[src/rtl/gpc_stream_acc_if.sv]
// Beat-in / frame-result-out bundle for gpc_stream_acc: master is the surrounding
// logic (beat source and result sink), slave is the accumulator.
interface gpc_stream_acc_if #(
    parameter int H0     = 5,
    parameter int H1     = 1,
    parameter int H2     = 6,
    parameter int H3     = 1,
    parameter int ACC_W  = 16,
    parameter int BEAT_W = 8
);
    logic [H0-1:0]     src0;
    logic [H1-1:0]     src1;
    logic [H2-1:0]     src2;
    logic [H3-1:0]     src3;
    logic              in_valid;
    logic              in_last;
    logic              in_ready;
    logic              out_valid;
    logic              out_ready;
    logic [ACC_W-1:0]  out_sum;
    logic [BEAT_W-1:0] out_beats;
    logic              out_ovf;

    modport master (
        output src0, src1, src2, src3, in_valid, in_last, out_ready,
        input  in_ready, out_valid, out_sum, out_beats, out_ovf
    );

    modport slave (
        input  src0, src1, src2, src3, in_valid, in_last, out_ready,
        output in_ready, out_valid, out_sum, out_beats, out_ovf
    );
endinterface

[src/rtl/gpc_stream_acc.sv]
// Weighted-popcount (1/2/4/8 column GPC) frame accumulator; GPC_ACC_SAT_EN selects saturate vs wrap.
// Latency: last beat accepted in cycle t -> out_valid high in cycle t+2.
// Backpressure: in_ready drops for FLUSH/OUT; result held stable until out_ready.
module gpc_stream_acc #(
    parameter int H0     = 5,
    parameter int H1     = 1,
    parameter int H2     = 6,
    parameter int H3     = 1,
    parameter int ACC_W  = 16,
    parameter int BEAT_W = 8
) (
    input  logic              clk,
    input  logic              rst,
    gpc_stream_acc_if.slave   bus
);
    localparam int MAXS = H0 + 2*H1 + 4*H2 + 8*H3;
    localparam int BW   = $clog2(MAXS + 1);
    // Adder is wide enough for both operands plus a carry above ACC_W.
    localparam int SW   = ((BW > ACC_W) ? BW : ACC_W) + 1;

    typedef enum logic [1:0] {ACCUM, FLUSH, OUT} state_t;

    state_t            state;
    logic              in_rdy;
    logic              out_vld;
    logic [ACC_W-1:0]  acc;
    logic [BEAT_W-1:0] beats;
    logic              ovf;
    logic              s1_vld;
    logic [BW-1:0]     s1_sum;
    logic [BW-1:0]     beat_sum;
    logic [SW-1:0]     add_full;
    logic              add_ovf;
    logic              accept;

    assign accept = bus.in_valid & in_rdy;

    always_comb begin
        beat_sum = '0;
        for (int i = 0; i < H0; i++) beat_sum = beat_sum + BW'(bus.src0[i]);
        for (int i = 0; i < H1; i++) beat_sum = beat_sum + (BW'(bus.src1[i]) << 1);
        for (int i = 0; i < H2; i++) beat_sum = beat_sum + (BW'(bus.src2[i]) << 2);
        for (int i = 0; i < H3; i++) beat_sum = beat_sum + (BW'(bus.src3[i]) << 3);
    end

    assign add_full = SW'(acc) + SW'(s1_sum);
    assign add_ovf  = |add_full[SW-1:ACC_W];

    always_ff @(posedge clk) begin
        if (rst) begin
            state   <= ACCUM;
            in_rdy  <= 1'b1;
            out_vld <= 1'b0;
            acc     <= '0;
            beats   <= '0;
            ovf     <= 1'b0;
            s1_vld  <= 1'b0;
            s1_sum  <= '0;
        end else begin
            s1_vld <= accept;
            if (accept) begin
                s1_sum <= beat_sum;
            end
            if (s1_vld) begin
`ifdef GPC_ACC_SAT_EN
                acc <= add_ovf ? '1 : add_full[ACC_W-1:0];
`else
                acc <= add_full[ACC_W-1:0];
`endif
                if (add_ovf) ovf <= 1'b1;
            end
            if (accept && (beats != '1)) begin
                beats <= beats + BEAT_W'(1);
            end

            case (state)
                ACCUM: begin
                    if (accept && bus.in_last) begin
                        state  <= FLUSH;
                        in_rdy <= 1'b0;
                    end
                end
                // S1 still holds the last beat; it lands in acc this cycle.
                FLUSH: begin
                    state   <= OUT;
                    out_vld <= 1'b1;
                end
                OUT: begin
                    if (bus.out_ready) begin
                        state   <= ACCUM;
                        out_vld <= 1'b0;
                        in_rdy  <= 1'b1;
                        acc     <= '0;
                        beats   <= '0;
                        ovf     <= 1'b0;
                    end
                end
                default: state <= ACCUM;
            endcase
        end
    end

    assign bus.in_ready  = in_rdy;
    assign bus.out_valid = out_vld;
    assign bus.out_sum   = acc;
    assign bus.out_beats = beats;
    assign bus.out_ovf   = ovf;
endmodule

[src/flat_wrapper.sv]
// flat-port wrapper written by rule: the top's interface ports become plain ports
module gpc_stream_acc_flat 
#(
    parameter int H0     = 5,
    parameter int H1     = 1,
    parameter int H2     = 6,
    parameter int H3     = 1,
    parameter int ACC_W  = 16,
    parameter int BEAT_W = 8
)
  (clk, rst, bus_src0, bus_src1, bus_src2, bus_src3, bus_in_valid, bus_in_last, bus_out_ready, bus_in_ready, bus_out_valid, bus_out_sum, bus_out_beats, bus_out_ovf);
  gpc_stream_acc_if #(.H0(H0), .H1(H1), .H2(H2), .H3(H3), .ACC_W(ACC_W), .BEAT_W(BEAT_W)) bus_i ();
  input  logic clk;
  input  logic rst;
  input wire logic [$bits(bus_i.src0)-1:0] bus_src0;
  input wire logic [$bits(bus_i.src1)-1:0] bus_src1;
  input wire logic [$bits(bus_i.src2)-1:0] bus_src2;
  input wire logic [$bits(bus_i.src3)-1:0] bus_src3;
  input wire logic [$bits(bus_i.in_valid)-1:0] bus_in_valid;
  input wire logic [$bits(bus_i.in_last)-1:0] bus_in_last;
  input wire logic [$bits(bus_i.out_ready)-1:0] bus_out_ready;
  output wire logic [$bits(bus_i.in_ready)-1:0] bus_in_ready;
  output wire logic [$bits(bus_i.out_valid)-1:0] bus_out_valid;
  output wire logic [$bits(bus_i.out_sum)-1:0] bus_out_sum;
  output wire logic [$bits(bus_i.out_beats)-1:0] bus_out_beats;
  output wire logic [$bits(bus_i.out_ovf)-1:0] bus_out_ovf;
  assign bus_i.src0 = bus_src0;
  assign bus_i.src1 = bus_src1;
  assign bus_i.src2 = bus_src2;
  assign bus_i.src3 = bus_src3;
  assign bus_i.in_valid = bus_in_valid;
  assign bus_i.in_last = bus_in_last;
  assign bus_i.out_ready = bus_out_ready;
  assign bus_in_ready = bus_i.in_ready;
  assign bus_out_valid = bus_i.out_valid;
  assign bus_out_sum = bus_i.out_sum;
  assign bus_out_beats = bus_i.out_beats;
  assign bus_out_ovf = bus_i.out_ovf;
  gpc_stream_acc #(.H0(H0), .H1(H1), .H2(H2), .H3(H3), .ACC_W(ACC_W), .BEAT_W(BEAT_W)) u_core (.clk(clk), .rst(rst), .bus(bus_i));
endmodule
[config.mk]
export PLATFORM = sky130hd
export DESIGN_NAME = gpc_stream_acc_flat
export DESIGN_NICKNAME = d
export VERILOG_FILES = /design/src/rtl/gpc_stream_acc_if.sv /design/src/rtl/gpc_stream_acc.sv /design/src/flat_wrapper.sv
export SDC_FILE = /design/constraint.sdc
export NUM_CORES = 1
export LEC_CHECK = 0
export ABC_AREA = 1
export CORE_MARGIN = 8
export CORE_UTILIZATION = 40
export CTS_CLUSTER_SIZE = 14
export DETAILED_ROUTE_END_ITERATION = 8
export DONT_BUFFER_PORTS = 1
export SETUP_SLACK_MARGIN = 0.2
export SYNTH_ARGS = -nofsm -noshare
export SYNTH_HDL_FRONTEND = slang
export SYNTH_SLANG_ARGS = --single-unit
[constraint.sdc]
create_clock -name clk -period 7.75 [get_ports clk]
set_input_delay 0.775 -clock clk [delete_from_list [all_inputs] [get_ports clk]]
set_output_delay 0.775 -clock clk [all_outputs]
set_load 0.005 [all_outputs]
==> flow_metrics.env, run 1 <==
export IMPL_die_w_um=92.4
export IMPL_die_area_um2=8540
export IMPL_ys_ff_latch=36
export IMPL_gp_congestion=0.768
export IMPL_first_pass_iters=4
export IMPL_min_path_cells=2
export IMPL_clockBufferDepth=2
export IMPL_ys_seq_area_frac=0.309
export IMPL_row_count=28
export IMPL_vias=1933
export IMPL_postSynthAreaPerCell_um2=7.01
export IMPL_synth_top_area_share=0.309
export IMPL_synth_ff_type="dfxtp_1"
export IMPL_r2r_worst_path_cells=8
export IMPL_cp_arrival_ns=3.32
export IMPL_start_kind="input pin"
export IMPL_htree_num_levels=2
export IMPL_worstMarginPinSlew_ns=0.828
export IMPL_leakagePower_nw=1.18
export IMPL_fin_skew_ns=0.00698
export IMPL_status="complete, no violations"
export IMPL_initial_utilization=0.404
export IMPL_wirelength_mm=4.83
export IMPL_grt_pass1_wl_mm=8.14
export IMPL_path_buf_inv=3
export IMPL_pin_count=45
export IMPL_postCtsHoldBufs=0
export IMPL_cts_root_buf="clkbuf_8"
export IMPL_grt_ovfl_total=0
export IMPL_yosys_area_top_type="dfxtp_1"
export IMPL_antenna_found_initial=0
export IMPL_clock_latency_ns=0.30
export IMPL_nets=379
export IMPL_postCtsSetupBuffers=0
export IMPL_area_delta_synth_final_pct=7.18
export IMPL_dpl_cell_area_um2=2390
export IMPL_hold_start="u_core.bus.out_ovf"
export IMPL_critPathRequiredTime_ns=7.95
export IMPL_grt_max_degree=26
export IMPL_wl_per_cell_um=11.8
export IMPL_fin_area_um2=2500
export IMPL_drc_errors=0
export IMPL_numCtsBuffers=5
export IMPL_busiest_layer="met2"
export IMPL_synth_edf_count=0
export IMPL_rr_endpoint="u_core.bus.out_sum[14]"
export IMPL_drive_above_1_share=0.0599
export IMPL_grt_use_total=0.116
export IMPL_r2r_start="u_core.bus.out_sum[0]"
export IMPL_setup_tns_ns=0
export IMPL_path_class="in2reg"
export IMPL_fmax_mhz=321
export IMPL_synth_area_um2=2330
export IMPL_irDropWorstVdd_v=0.0000721
export IMPL_netlist_top_cells_area="dfxtp_1 (31%), nand2_1 (11%), ha_1 (11%)"
export IMPL_fp_dieH_um=92.4
export IMPL_cp_slowest_stage_delay_ns=0.52
export IMPL_worst_r2r_setup_slack_ns=6.01
export IMPL_synth_cell_types=26
export IMPL_core_area_um2=5780
export IMPL_rsz0062_at_grt="no"
export IMPL_met1_usage=0.133
export IMPL_fillCellCount=610
export IMPL_slowest_stage="fa_1"
export IMPL_ys_async_sr_fraction=0
export IMPL_dr_first_iter_drc_count=56
export IMPL_io_buffers=0
export IMPL_first_global_vias=1797
export IMPL_use_met3=0.0461
export IMPL_setup_viol=0
export IMPL_gr_usage_met2=0.186
export IMPL_path_max_fanout=4
export IMPL_worstHoldPathType="reg2reg"
export IMPL_clk_pin_slew_ns=0.08
export IMPL_antenna_left=0
export IMPL_finalHoldViolations=0
export IMPL_cts_sinks=36
export IMPL_relSlewSlack=0.447
export IMPL_maxCapViolations=0
export IMPL_dpl_hpwl_mm=3.76
export IMPL_post_drt_via_cell_ratio=4.73
export IMPL_cts_resized=0
export IMPL_synthesis_instances=333
export IMPL_crit_chain="fa_1 -> inv_1 -> fa_1 -> inv_1 -> fa_1 -> ha_1 -> a21oi_1 -> o21ai_0 -> xor2_1 -> o21bai_1 -> inv_1"
export IMPL_finalCriticalPeriod_ns=3.12
export IMPL_critPathTopFamily="adder cells"
export IMPL_antennaDiodeCount=0
export IMPL_end_kind="register"
export IMPL_finalMaxSlewViolations=0
export IMPL_synthTopCellsByCount="nand2_1 (68), inv_1 (57), nor2_1 (48)"
export IMPL_syn_nets=379
export IMPL_yosysMostFrequentCell="nand2_1"
export IMPL_pwr_density_cell_nw_per_um2=199
export IMPL_yosysWarnings=0
export IMPL_cts_tree="built"
export IMPL_period_share=0.403
export IMPL_hold_end="u_core.bus.out_ovf"
cells by family (layout without fill, tap and decap cells):
kind of cell,after synthesis,count (layout),share of synthesized area
AND/OR/NAND/NOR,167,167,0.318
buffers and inverters,64,65,0.109
flip-flops,36,36,0.309
AO/OA/AOI/OAI,35,35,0.0772
adder cells (fa/ha/maj),28,28,0.176
XOR/XNOR,3,3,0.0113
cells in the final DEF, fill, tap and decap left out, drive strengths merged, types with 2 or more instances in the layout:
cell | Yosys | layout
clkbuf | 0 | 5
or2 | 4 | 4
nand3 | 20 | 20
nor2 | 51 | 51
xor2 | 2 | 2
ha | 20 | 20
dfxtp | 36 | 36
inv | 57 | 58
fa | 8 | 8
nand4 | 11 | 11
a21oi | 17 | 17
o21ai | 16 | 16
nand2 | 71 | 71
nor3 | 7 | 7
metal layers:
metal  up-vias  wire length (um)  part of all wire
met4         0                83             0.017
met2        39              2090              0.43
met3         5               390             0.081
met1       843              2270              0.47
li1       1046                 -                 -
met5         -                 0                 0
cell type report:
class / instances / area [um2] / share of cell area
Inverter: 57 / 214 / 0.0855
Tap cell: 75 / 93.8 / 0.0375
Sequential cell: 36 / 721 / 0.288
Clock buffer: 5 / 68.8 / 0.0275
Clock inverter: 3 / 46.3 / 0.0185
Multi-Input combinational cell: 233 / 1360 / 0.543
power breakdown:
group	internal, W	switching, W	total, W
clock network	0.0000970	0.0000768	0.000174
registers	0.000196	0.0000124	0.000208
logic	0.0000480	0.0000673	0.000115
flip-flops by register name, indices dropped and copies added (netlist names):
name	flops
u_core.bus.out_beats	8
u_core.bus.out_ovf	1
u_core.bus.out_valid	1
u_core.s1_sum	6
u_core.s1_vld	1
u_core.bus.in_ready	1
u_core.state	2
u_core.bus.out_sum	16
worst register-to-register path, stage by stage, from the launching register on:
cell	delay [ns]
dfxtp_1	0.35
ha_1	0.24
fa_1	0.43
nand2_1	0.11
nand3_2	0.19
nand3_1	0.13
nand2_1	0.06
nand2_1	0.05
nor2_1	0.04
worst max path at each step:
stage | start | to | slack [ns] | cells after the start
floorplan | bus_src2[0] | u_core.s1_sum[3] | 4.41 | 11
global placement | bus_src2[0] | u_core.s1_sum[3] | 4.35 | 11
detailed placement | bus_src2[0] | u_core.s1_sum[3] | 4.32 | 11
CTS | bus_src2[0] | u_core.s1_sum[3] | 4.63 | 11
global route | bus_src2[0] | u_core.s1_sum[3] | 4.49 | 11
finish | bus_src2[0] | u_core.s1_sum[3] | 4.63 | 11
metrics by stage:
| stage | power, W | setup slack (ns) | cells | hold WS (ns) | utilization |
|---|---|---|---|---|---|
| after floorplan | 0.000305 | 4.41 | 333 | 0.443 | - |
| after global placement | 0.000326 | 4.35 | 401 | 0.461 | 0.413 |
| after detailed placement | 0.000330 | 4.32 | 401 | 0.474 | 0.413 |
| after CTS | 0.000505 | 4.63 | 409 | 0.486 | 0.433 |
| after global routing | 0.000532 | 4.49 | 409 | 0.503 | 0.433 |
| final | 0.000497 | 4.63 | 409 | 0.480 | 0.433 |
(Power assumes the default switching activity.)
==> run 2, diff against run 1 <==
- clock period: 7.75 -> 2.7 ns (I/O delays scaled with it)
==> run 2 against run 1 <==
Against the previous run: clock power grew 130%; power grew to 2.8 times the previous value; sequential share of layout area shrank 0.70 points; global-route usage grew 0.49 points; wire length grew 0.85%; die area is the same; combinational power grew to 3.6 times the previous value; register-to-register slack lost 5.0 ns; critical path depth is the same; setup slack lost 4.4 ns; utilization grew 1.1 points.
==> flow_metrics.env, run 2 (synthesis results as in run 1) <==
export IMPL_layout_commonest_cell="nand2_1"
export IMPL_fin_area_um2=2560
export IMPL_clockBufferDepth=2
export IMPL_fillCellCount=617
export IMPL_grt_use_total=0.121
export IMPL_critPathRequiredTime_ns=2.88
export IMPL_vias=1970
export IMPL_htree_num_levels=2
export IMPL_die_area_um2=8540
export IMPL_worstHoldPathType="in2reg"
export IMPL_status="complete, no violations"
export IMPL_largest_register_ff_count=16
export IMPL_crit_path_start="bus_src2[0]"
export IMPL_gp_congestion=0.804
export IMPL_final_cell_mix="nand2_1 (68), inv_1 (57), nor2_1 (47)"
export IMPL_cts_root_buf="clkbuf_8"
export IMPL_first_global_vias=1868
export IMPL_wirelength_mm=4.87
export IMPL_grt_pass1_wl_mm=8.54
export IMPL_r2r_start="u_core.bus.out_sum[0]"
export IMPL_wl_per_cell_um=11.7
export IMPL_fin_skew_ns=0.00807
export IMPL_cts_sinks=36
export IMPL_grt_max_degree=26
export IMPL_dpl_cell_area_um2=2450
export IMPL_io_buffers=0
export IMPL_relSlewSlack=0.656
export IMPL_clk_pin_slew_ns=0.08
export IMPL_grt_ovfl_total=0
export IMPL_pin_count=45
export IMPL_postCtsHoldBufs=0
export IMPL_antennaDiodeCount=0
export IMPL_setup_viol=0
export IMPL_nets=385
export IMPL_rsz0062_at_grt="yes"
export IMPL_antenna_found_initial=0
export IMPL_worst_r2r_setup_slack_ns=0.98
export IMPL_antenna_left=0
export IMPL_dpl_hpwl_mm=3.85
export IMPL_finalHoldViolations=0
export IMPL_area_delta_synth_final_pct=9.86
export IMPL_path_max_fanout=4
export IMPL_clock_latency_ns=0.28
export IMPL_cp_arrival_ns=2.68
export IMPL_core_area_um2=5780
export IMPL_leakagePower_nw=1.20
export IMPL_path_class="in2reg"
export IMPL_drc_errors=0
export IMPL_irDropWorstVdd_v=0.000192
export IMPL_finalCriticalPeriod_ns=2.50
export IMPL_rr_endpoint="u_core.bus.out_sum[8]"
export IMPL_maxCapViolations=0
export IMPL_fp_dieH_um=92.4
export IMPL_r2r_worst_path_cells=8
export IMPL_first_pass_iters=4
export IMPL_row_count=28
export IMPL_pwr_density_cell_nw_per_um2=549
export IMPL_numCtsBuffers=5
export IMPL_end_kind="register"
export IMPL_fmax_mhz=399
export IMPL_worstMarginPinSlew_ns=0.516
export IMPL_drive_above_1_share=0.0912
export IMPL_period_share=0.928
export IMPL_dr_first_iter_drc_count=66
export IMPL_setup_tns_ns=0
export IMPL_die_w_um=92.4
export IMPL_crit_end="u_core.s1_sum[3]"
export IMPL_post_drt_via_cell_ratio=4.75
export IMPL_postCtsSetupBuffers=0
export IMPL_initial_utilization=0.404
export IMPL_cts_tree="built"
export IMPL_hold_ws_ns=0.0444
export IMPL_start_kind="input pin"
export IMPL_finalMaxSlewViolations=0
==> run 2: final cells by class <==
| class | instances | area (um2) | area share |
|---|---|---|---|
| multi-input combinational | 233 | 1400 | 0.545 |
| clock buffer | 7 | 86.3 | 0.0337 |
| clock inverter | 1 | 7.51 | 0.00293 |
| timing repair buffer | 6 | 45.0 | 0.0176 |
| sequential | 36 | 721 | 0.281 |
| tap | 75 | 93.8 | 0.0366 |
| inverter | 57 | 214 | 0.0834 |
==> run 2: through the flow <==
stage | util | std cells | setup slack, ns | power (W)
5_1_grt | 0.444 | 415 | 0.0572 | 0.00152
6_report | 0.444 | 415 | 0.195 | 0.00141
2_1_floorplan | - | 333 | -0.0175 | 0.000901
4_1_cts | 0.441 | 415 | 0.200 | 0.00142
3_3_place_gp | 0.424 | 407 | -0.0698 | 0.00100
3_5_place_dp | 0.424 | 407 | -0.119 | 0.00101
==> run 2: timing repair <==
item / in CTS / in global routing
pin swaps: 0 / 1
gates cloned: 0 / 0
setup endpoints to repair: 2 / 3
gates resized for setup: 1 / 2
==> run 2: metal layers <==
metal | global-route usage | share of wire | vias up
met1 | 0.144 | 0.46 | 868
met4 | 0.0376 | 0.0082 | 0
met2 | 0.191 | 0.45 | 40
li1 | - | - | 1060
met5 | 0 | 0 | -
met3 | 0.0510 | 0.080 | 2
==> run 2: report_power, final <==
| part | total, W | switching [W] | internal [W] |
|---|---|---|---|
| registers | 0.000591 | 0.0000285 | 0.000562 |
| logic | 0.000419 | 0.000220 | 0.000199 |
| clock network | 0.000399 | 0.000192 | 0.000207 |
==> run 2: worst max-delay path: stages <==
cell and delay, ns:
fa_1 0.52, inv_1 0.05, fa_1 0.50, inv_1 0.05
fa_1 0.54, ha_4 0.22, a21oi_2 0.13, o21ai_1 0.09
xor2_1 0.14, o21bai_1 0.12, inv_1 0.05
==> run 2: how the worst min path moves through the flow <==
stage | start | to | slack (ns) | cells past startpoint
floorplan | rst | u_core.s1_sum[5] | 0.34 | 1
global placement | rst | u_core.s1_sum[5] | 0.34 | 1
detailed placement | rst | u_core.s1_sum[5] | 0.34 | 1
CTS | rst | u_core.state[1] | 0.03 | 1
global route | rst | u_core.state[1] | 0.03 | 1
finish | rst | u_core.state[0] | 0.04 | 1
